<file path="src/rtl/ice_bus_arbiter.sv">
// Slave-bus arbiter for the ICE bus controller: one-hot grant of the shared sl_* bus,
// fixed-priority or round-robin policy, downstream-ready gate and hold-timeout watchdog.
module ice_bus_arbiter #(
  parameter int NUM_DEV   = 7,
  parameter int IDX_W     = 3,
  parameter int TIMEOUT_W = 16,
  parameter int RR_MODE   = 0
) (
  input  logic                 clk,
  input  logic                 reset_n,
  input  logic [NUM_DEV-1:0]   sl_arb_request,
  input  logic                 bus_ready,
  input  logic [TIMEOUT_W-1:0] timeout_limit,
  output logic [NUM_DEV-1:0]   sl_arb_grant,
  output logic                 grant_valid,
  output logic [IDX_W-1:0]     grant_idx,
  output logic                 timeout_pulse,
  output logic [7:0]           timeout_count
);

  typedef enum logic [1:0] {
    S_IDLE,
    S_GRANT,
    S_RELEASE
  } state_t;

  state_t               state_q, state_d;
  logic [NUM_DEV-1:0]   grant_q, grant_d;
  logic                 valid_q, valid_d;
  logic [IDX_W-1:0]     idx_q, idx_d;
  logic                 pulse_q, pulse_d;
  logic [7:0]           tcnt_q, tcnt_d;
  logic [IDX_W-1:0]     rr_ptr_q, rr_ptr_d;
  logic [NUM_DEV-1:0]   lockout_q, lockout_d;
  logic [TIMEOUT_W-1:0] hold_q, hold_d;

  logic [NUM_DEV-1:0]   elig;
  logic [IDX_W-1:0]     winner;
  logic [IDX_W-1:0]     search_base;

  // First set bit of elig at or above base, wrapping past NUM_DEV-1 to 0.
  function automatic logic [IDX_W-1:0] pick(input logic [NUM_DEV-1:0] req,
                                            input logic [IDX_W-1:0]   base);
    logic           found;
    int             c;
    logic [IDX_W-1:0] ci;
    pick  = '0;
    found = 1'b0;
    for (int k = 0; k < NUM_DEV; k++) begin
      c = int'(base) + k;
      if (c >= NUM_DEV) c = c - NUM_DEV;
      ci = IDX_W'(c);
      if (!found && req[ci]) begin
        pick  = ci;
        found = 1'b1;
      end
    end
  endfunction

  assign elig        = sl_arb_request & ~lockout_q;
  assign search_base = (RR_MODE != 0) ? rr_ptr_q : '0;
  assign winner      = pick(elig, search_base);

  always_comb begin
    state_d   = state_q;
    grant_d   = grant_q;
    valid_d   = valid_q;
    idx_d     = idx_q;
    pulse_d   = 1'b0;
    tcnt_d    = tcnt_q;
    rr_ptr_d  = rr_ptr_q;
    hold_d    = hold_q;
    // A lockout only survives while the offender keeps requesting.
    lockout_d = lockout_q & sl_arb_request;

    unique case (state_q)
      S_IDLE: begin
        grant_d = '0;
        valid_d = 1'b0;
        if (bus_ready && (|elig)) begin
          grant_d  = {{(NUM_DEV-1){1'b0}}, 1'b1} << winner;
          valid_d  = 1'b1;
          idx_d    = winner;
          rr_ptr_d = (winner == IDX_W'(NUM_DEV-1)) ? '0 : winner + 1'b1;
          hold_d   = '0;
          state_d  = S_GRANT;
        end
      end
      S_GRANT: begin
        if (hold_q != '1) hold_d = hold_q + 1'b1;
        if (!sl_arb_request[idx_q]) begin
          grant_d = '0;
          valid_d = 1'b0;
          state_d = S_RELEASE;
        end else if ((timeout_limit != '0) &&
                     (hold_q == timeout_limit - TIMEOUT_W'(1))) begin
          grant_d          = '0;
          valid_d          = 1'b0;
          lockout_d[idx_q] = 1'b1;
          pulse_d          = 1'b1;
          if (tcnt_q != 8'hFF) tcnt_d = tcnt_q + 8'd1;
          state_d          = S_RELEASE;
        end
      end
      S_RELEASE: begin
        grant_d = '0;
        valid_d = 1'b0;
        state_d = S_IDLE;
      end
      default: begin
        grant_d = '0;
        valid_d = 1'b0;
        state_d = S_IDLE;
      end
    endcase
  end

  always_ff @(posedge clk or negedge reset_n) begin
    if (!reset_n) begin
      state_q   <= S_IDLE;
      grant_q   <= '0;
      valid_q   <= 1'b0;
      idx_q     <= '0;
      pulse_q   <= 1'b0;
      tcnt_q    <= '0;
      rr_ptr_q  <= '0;
      lockout_q <= '0;
      hold_q    <= '0;
    end else begin
      state_q   <= state_d;
      grant_q   <= grant_d;
      valid_q   <= valid_d;
      idx_q     <= idx_d;
      pulse_q   <= pulse_d;
      tcnt_q    <= tcnt_d;
      rr_ptr_q  <= rr_ptr_d;
      lockout_q <= lockout_d;
      hold_q    <= hold_d;
    end
  end

  assign sl_arb_grant  = grant_q;
  assign grant_valid   = valid_q;
  assign grant_idx     = idx_q;
  assign timeout_pulse = pulse_q;
  assign timeout_count = tcnt_q;

endmodule
</file>
<file path="config.mk">
export PLATFORM = sky130hd
export DESIGN_NAME = ice_bus_arbiter
export DESIGN_NICKNAME = d
export VERILOG_FILES = /design/src/rtl/ice_bus_arbiter.sv
export SDC_FILE = /design/constraint.sdc
export NUM_CORES = 1
export LEC_CHECK = 0
export ABC_CLOCK_PERIOD_IN_PS = 5600
export BUFFER_PORTS_ARGS = -buffer_cell sky130_fd_sc_hd__buf_2
export CAP_MARGIN = 15
export CORE_MARGIN = 5
export CORE_UTILIZATION = 61
export DETAILED_ROUTE_END_ITERATION = 8
export PLACE_DENSITY_LB_ADDON = 0.12
export SLEW_MARGIN = 25
export SYNTH_ARGS = -nofsm -noshare
export SYNTH_HDL_FRONTEND = slang
export SYNTH_SLANG_ARGS = --single-unit
</file>
<file path="constraint.sdc">
create_clock -name clk -period 5.6 [get_ports clk]
set_input_delay 0.84 -clock clk [delete_from_list [all_inputs] [get_ports clk]]
set_output_delay 0.84 -clock clk [all_outputs]
set_load 0.01 [all_outputs]
</file>
==> results by stage, run 1 <==
Status:
- The run finished with clean final reports.

Pwr:
- The static leakage is 1.56 nW.
- The maximum ir drop on the vdd rail is 0.000272 V.
- The net switching component of the power is 0.000291 W.
- For this design the ratio of total power to cell area is 262 nW/um^2.
- Total power for the finished layout comes to 0.000868 W.
- Of the total power, registers draw 46.3%.
- Per report_power, the clock group accounts for around 27% of the total.
- The internal power of the cells is 0.000577 W.
- Of the total power, the share spent switching nets is 33.5%.
- The power share of the combinational group is a little over a quarter.

Clocking:
- The number of gates resized after cts is 0.
- The post-cts hold buffer count is 0.
- Buffers added to address setup during post-CTS repair amount to 0.
- The number of clock buffers inserted by TritonCTS is 5.
- The clock reaches the later pin of the worst-skew pair after between 0.2 and 0.3 ns.
- TritonCTS built the clock tree.
- The worst-case clock buffer depth is 2.
- Clock tree synthesis found a total of 45 sinks.
- In this run the number of H-tree levels came out at 2.
- CTS placed an instance of clkbuf_8 at the clock tree root.
- After clock tree synthesis, the clock-pin slew on the worst setup and hold paths is ~0.080 ns.

Drt:
- The per-cell via count in the routed design is just under 6.
- In the routed design, unresolved DRC markers number 0.
- The initial DRC count is 108.
- Before antenna repair, the detailed router went through 4 iterations.
- The total via count in the routed design is 2561.
- The final routed wire length divided by cell count is 15.4 um.
- Once detail routing completed, the nets flagged for antenna violations numbered 0.
- Wires add up to 6620 um.

Critical path:
- The worst setup path is launched from an input port.
- The class of the most critical setup path is in2reg.
- STA classifies the critical path endpoint as a flip-flop.
- Along the worst path, the maximum fanout reaches 10.
- The required time reported for the critical path endpoint is 5.79 ns.
- At the worst endpoint, the arrival time is 3.39 ns.

STA:
- Setup violations remaining at the end of the flow were counted as 0.
- The setup slack of the critical path after layout is around 2.4 ns.
- Between clock sinks in the finished design, the worst skew comes to 0.00642 ns.
- Setup total negative slack on the finished layout was measured at 0 ns.
- The worst path uses 57.2% of the clock period.
- The number of endpoints with negative hold slack in the final report was 0.
- After layout, the minimum clock period comes to roughly 3.2 ns.
- The transition time at the pin with the least slew margin is 0.926 ns.
- Setup repair after global routing left no endpoint under its margin.
- The top achievable clock speed is 0.312 GHz.
- Measured against its own limit, the worst slew margin works out to 38.3%.
- The count of pins over their slew limit is 0.

GRT:
- The first-pass GRT wire length is between 10000 and 15000 um.
- Entering global routing, the biggest net connects 46 pins.
- The combined global-route utilization of all metal layers is 23.1%.
- The number of global-route vias before repair came to 2559.
- The number of antenna violations at the first check in global routing came to 0.
- The total overflow reported by the global router is 0.

Cells and area:
- The area growth from synthesis to layout is 12.1%.
- The number of nets in the finished design is ~400.
- Leaving out fill and tap cells, the most frequent cell in the layout is dfrtp_1.
- The repair_antennas step left the layout with diodes totalling 0.
- In the layout the commonest cells are 45 x dfrtp_1, 44 x buf_2, 29 x xor2_1.
- The filler cell count in the final layout is slightly below 400.
- The utilization after layout is 70.1%.
- Leaving out filler cells and counting taps, the final layout contains 430.
- Of the cells placed in the final design, the portion with a size suffix greater than 1 is 17.9%.

Logic synthesis:
- In this run the cell area of the synthesized design comes to a little under 3000 um^2.
- By area, the combinational part of the netlist is dominated by simple AND/OR/NAND/NOR gates.
- The proportion of netlist area held by the largest area contributor is about two fifths.
- Summing the areas of all and, or, nand and nor instances in the mapped netlist gives between 20% and 30% of the synthesized area.
- Summing the sequential cell areas from Yosys gives a little under two fifths of the chip area.
- Of the total synthesized cell area, the portion taken by full adders, half adders and majority gates is 1.69%.
- Yosys mapped a number of flops with a built-in enable equal to 0.
- The post-synthesis compound-gate area fraction is 13.4%.
- The fraction of synthesis flops using an asynchronous set or reset pin is 100%.
- When the netlist entered floorplanning its net count stood at about 350.
- Among all flip-flop cells after synthesis, the most frequent one is dfrtp_1.
- The Yosys step of the flow raised 0 warnings.
- Ranked by total cell area, the synthesized netlist is headed by dfrtp_1 38%, xor2_1 8.6%, nor2_1 3.3%.
- The average size of a mapped cell is 9.21 um^2.
- The post-synthesis xor/xnor area fraction is 10.1%.
- Counting distinct cell types in the post-synthesis netlist gives 65.
- The post-synthesis mux area share is about 3.3%.
- The cell type with the highest aggregate area in the netlist is dfrtp_1.
- The register bit total from synthesis is 45.
- Synthesis produced a netlist whose cell count is around 320.

Placement:
- At the end of routability-driven placement, the weighted congestion stood at approximately 0.94.
- Once detailed placement completed, the half-perimeter wirelength came to between 4000 and 5000 um.
- Counting tap cells, the placed design contains a total of 423 instances.
- In this run the tool buffered the top-level ports with 45 buffer cells.
- Timing analysis after detailed placement gives a worst setup slack of 2.11 ns.

Floorplan:
- The effective utilization at floorplan is 62.6%.
- The area enclosed by the die boundary is 6340 um^2.
- The chip width is 79.6 um.
- The area of the core is 4720 um^2.
- The count of boundary I/O pins is 46.
- The initialized floorplan defines 25 standard-cell rows.
- From bottom edge to top edge, the die measures 79.6 um.

Flow run:
- The number of max-capacitance violations reported is 0.

Worst hold path:
- The path class of the tightest hold or removal check is reg2reg.
[flip-flops by register name (all words and copies together), names as in the netlist]
name and cells:
grant_idx 3, grant_valid 1, hold_q 16, lockout_q 7
sl_arb_grant 7, state_q 2, timeout_count 8, timeout_pulse 1
[path summary, 6_finish.rpt]
kind / cells after the start / to / slack (ns) / startpoint
max: 8 / sl_arb_grant[6] / 2.40 / timeout_limit[2]
min: 1 / sl_arb_grant[4] / 0.48 / sl_arb_grant[4]
max reg2reg: 7 / hold_q[9] / 2.94 / hold_q[7]
max in group asynchronous: 1 / timeout_count[6] / 4.69 / reset_n
min reg2reg: 1 / sl_arb_grant[4] / 0.48 / sl_arb_grant[4]
min in group asynchronous: 1 / sl_arb_grant[1] / 0.53 / reset_n
[worst max-delay path, cell delays in order]
cell and delay [ns]:
buf_2 0.15, or4_4 0.60, nor3_1 0.28, mux2_2 0.37, o21ai_1 0.32, nand2_4 0.12, o31a_1 0.45, a32o_1 0.26
[Yosys cell counts (4+ instances only)]
master,n
clkbuf_1,6
o31ai_1,4
nor4_1,7
nor2_1,26
nor3_1,13
o21ai_0,9
ha_1,4
nand2b_1,10
o21ai_1,7
nand4_1,7
xor2_1,29
inv_1,12
xnor2_1,5
or4_1,5
and4_1,6
and3_1,5
and2_1,7
dfrtp_1,45
nand3_1,14
nand2_1,25
nor2b_1,6
nor4b_1,4
[per-layer routing]
metal | vias to the layer above | GRT usage (%) | wire length [um]
li1 | 1255 | - | -
met1 | 1222 | 29.5 | 2970
met2 | 72 | 39.1 | 3170
met3 | 12 | 3.95 | 332
met4 | 0 | 8.25 | 143
met5 | - | 0 | 0
[power by group through the flow]
stage	Clock (W)	Sequential [W]	Combinational, W
floorplan	0	0.000389	0.000184
global placement	0	0.000407	0.000223
detailed placement	0	0.000407	0.000228
CTS	0.000243	0.000401	0.000230
global route	0.000257	0.000409	0.000257
finish	0.000237	0.000402	0.000230
[cells by family (layout without fill, tap and decap cells)]
kind of cell / count (synthesis) / after routing
buf+inv: 23 / 65
compound gates: 53 / 53
simple gates: 154 / 154
flops: 45 / 45
xor+xnor: 34 / 34
fa+ha+maj: 4 / 4
mux: 8 / 8
[metrics by stage]
step | hold WS [ns] | instance area, um^2
after floorplan | 0.447 | 2960
after detailed placement | 0.462 | 3210
final | 0.475 | 3310
after global routing | 0.513 | 3310
after CTS | 0.481 | 3310
after global placement | 0.455 | 3210
[area by class of cell]
class | instances | area [um^2] | area share, %
clock inverters | 2 | 35.0 | 1.06
inverters | 12 | 45.0 | 1.36
repair buffers | 46 | 235 | 7.10
clock buffers | 5 | 68.8 | 2.08
flip-flops and latches | 45 | 1130 | 34.0
well taps | 67 | 83.8 | 2.53
multi-input cells | 253 | 1720 | 51.9
Note: power is estimated with default switching activity, not from simulation.
==> run 2, diff against run 1 <==
ABC_CLOCK_PERIOD_IN_PS = 2900   (was 5600)
CORE_UTILIZATION = 52   (was 61)
clock period = 2.9 ns   (was 5.6 ns; I/O delays follow)
==> run 2 against run 1 <==
Non-clock buffer count up 17. Die area grew 15%. Total power grew 88%. Critical path depth is 1 higher. Critical endpoint is now timeout_count[1]. Largest cell class unchanged.
==> results by stage, run 2 (synthesis gave the netlist of run 1 again) <==
Clocking:
- The clock transition at the registers of the reported paths is 0.08 ns.
- The number of clock buffers inserted by TritonCTS is 5.
- The post-cts hold buffer count is 0.
- The number of buffers added for setup after CTS is 0.
- The depth of the CTS H-tree is 2.
- After clock tree synthesis, the repair step resized 0 gates.
- The clock sink total is 45.
- For the worst-skew pair, the clock arrives at the later sink with an insertion delay of 0.29 ns.
- The clock passes through at most 2 buffers.
- TritonCTS built the clock tree.
- The library cell used as clock root buffer is clkbuf_8.

STA:
- The transition time at the pin with the least slew margin is between 0.6 and 0.7 ns.
- The count of pins over their slew limit is 0.
- Between clock sinks in the finished design, the worst skew comes to 0.00451 ns.
- Setup repair after global routing left no endpoint under its margin.
- Dividing the final minimum period by the clock period gives between 80% and 90%.
- Derived from the worst setup path, the maximum achievable clock frequency is 0.384 GHz.
- The worst path meets setup with 0.298 ns of slack.
- Headroom to the max-slew limit came out at 53.0%.
- Setup violations remaining at the end of the flow were counted as 0.
- The worst path needs 2.60 ns of the cycle, external delays included.
- The number of endpoints with negative hold slack in the final report is 0.
- The summed negative setup slack over all endpoints is 0 ns.

GRT:
- The number of global-route vias before repair is 2614.
- The first global-routing pass estimated between 10000 and 15000 um of wire.
- Entering global routing, the biggest net connects 46 pins.
- For this run, the total global-route usage over all layers was measured as 19.4%.
- The number of antenna violations at the first check in global routing is 0.
- The total overflow reported by the global router is 0.

Cells and area:
- The area growth from synthesis to layout is 16.0%.
- The count of antenna diodes in the layout is 0.
- The number of flip-flops in the largest register is 16.
- The final non-filler cell total is approximately 450.
- The library cell used most frequently in the layout, excluding fill and tap cells, is dfrtp_1.
- The utilization after layout is 62.3%.
- The number of nets in the finished design is 410.
- The final instance area is 3430 um^2.
- The fraction of layout instances using a drive strength above 1 is between 20% and 30%.
- The top cell types in the final layout, fill and taps aside, are 45 x dfrtp_1, 44 x buf_2, 29 x xor2_1.
- The register with the highest flop count is hold_q.

Pwr:
- The static leakage is 1.63 nW.
- Across the VDD grid, the largest voltage drop is 0.000386 V.
- The total power density per cell area is 475 nW/um^2.

Critical path:
- STA classifies the critical path startpoint as an input port.
- The signal arrival time at the worst endpoint is 2.78 ns.
- The critical path is of the in2reg type.
- The worst setup path is captured at a flip-flop.
- In this run the worst path has a maximum fanout of 5.
- Data on the critical path is required at its endpoint by 3.07 ns.

Status:
- The flow ran to the end, and the final reports show no timing, DRC or antenna violations.

Placement:
- The wire-length estimate of the detail-placed layout is 5260 um.
- OpenSTA, run right after detailed placement, puts the worst setup slack at 0.00234 ns.
- Routability-driven placement finished with a final weighted congestion of 0.872.
- The placed standard-cell area is 3340 um^2.
- The total instance count after detailed placement is 445.
- The count of buffers added on input and output ports is 45.

Flow run:
- The number of max-capacitance violations reported is 0.

Drt:
- Across all layers, the routed design uses 2627 vias.
- The DRC violations left is 0.
- The first routing iteration left 113 violations.
- The first detailed-routing pass ran for 4 iterations.
- Using the TritonRoute via totals, the vias-per-cell ratio works out to 5.81.
- Wires add up to 6870 um.
- In the final routed layout, each cell accounts on average for between 15 and 20 um.
- The detail route stage leaves a number of antenna-violating nets equal to 0.

Floorplan:
- Pin placement for this block handled 46 I/O pins.
- Once the floorplan was initialized, standard cells occupied 53.7% of the core.
- The standard-cell row count is 27.
- The total area inside the core boundary comes to 5510 um^2.
- From left edge to right edge, the die measures about 85 um.
- In this run the vertical extent of the chip is 85.4 um.
- The floorplan step defined a die boundary enclosing 7290 um^2.

Worst hold path:
- The min-delay analysis places its worst path in the category in2async.
[run 2: layer usage]
layer | vias to the layer above | GRT usage [%] | wire (um)
li1 | 1290 | - | -
met1 | 1284 | 25.3 | 3250
met2 | 47 | 33.1 | 3300
met3 | 6 | 3.50 | 254
met4 | 0 | 5.18 | 60
met5 | - | 0 | 0
[run 2: critical path, stage by stage]
cell and delay (ns):
buf_2 0.12, or4_4 0.57, nor3_1 0.26, mux2_2 0.36
o21ai_1 0.13, buf_4 0.15, nand2_4 0.06, nor3_1 0.32
mux2_1 0.36
[run 2: worst paths after layout]
check	from	to	cells after the start	slack [ns]
setup / recovery	timeout_limit[2]	timeout_count[1]	9	0.30
hold / removal	reset_n	sl_arb_grant[4]	1	0.14
setup reg to reg	hold_q[2]	hold_q[9]	8	0.48
hold reg to reg	sl_arb_grant[4]	sl_arb_grant[4]	1	0.48
max in group asynchronous	reset_n	hold_q[10]	1	2.36
min in group clk	sl_arb_request[0]	lockout_q[0]	3	0.38
[run 2: per-stage QoR]
step	hold slack [ns]	total power [W]
6_report	0.140	0.00163
5_1_grt	0.181	0.00174
4_1_cts	0.350	0.00165
3_5_place_dp	0.462	0.00125
3_3_place_gp	0.457	0.00124
2_1_floorplan	0.139	0.00111
[run 2: power breakdown]
| group | switching, W | internal (W) | total (W) |
|---|---|---|---|
| logic | 0.000270 | 0.000193 | 0.000462 |
| registers | 0.0000917 | 0.000687 | 0.000778 |
| clock network | 0.000200 | 0.000189 | 0.000389 |
| total | 0.000561 | 0.00107 | 0.00163 |
[run 2: cell type report]
type	instances	area (um^2)
clock buffer	7	86.3
inverter	12	45.0
tap	72	90.1
multi-input combinational	253	1720
sequential	45	1130
timing repair buffer	63	363
fill	501	2080
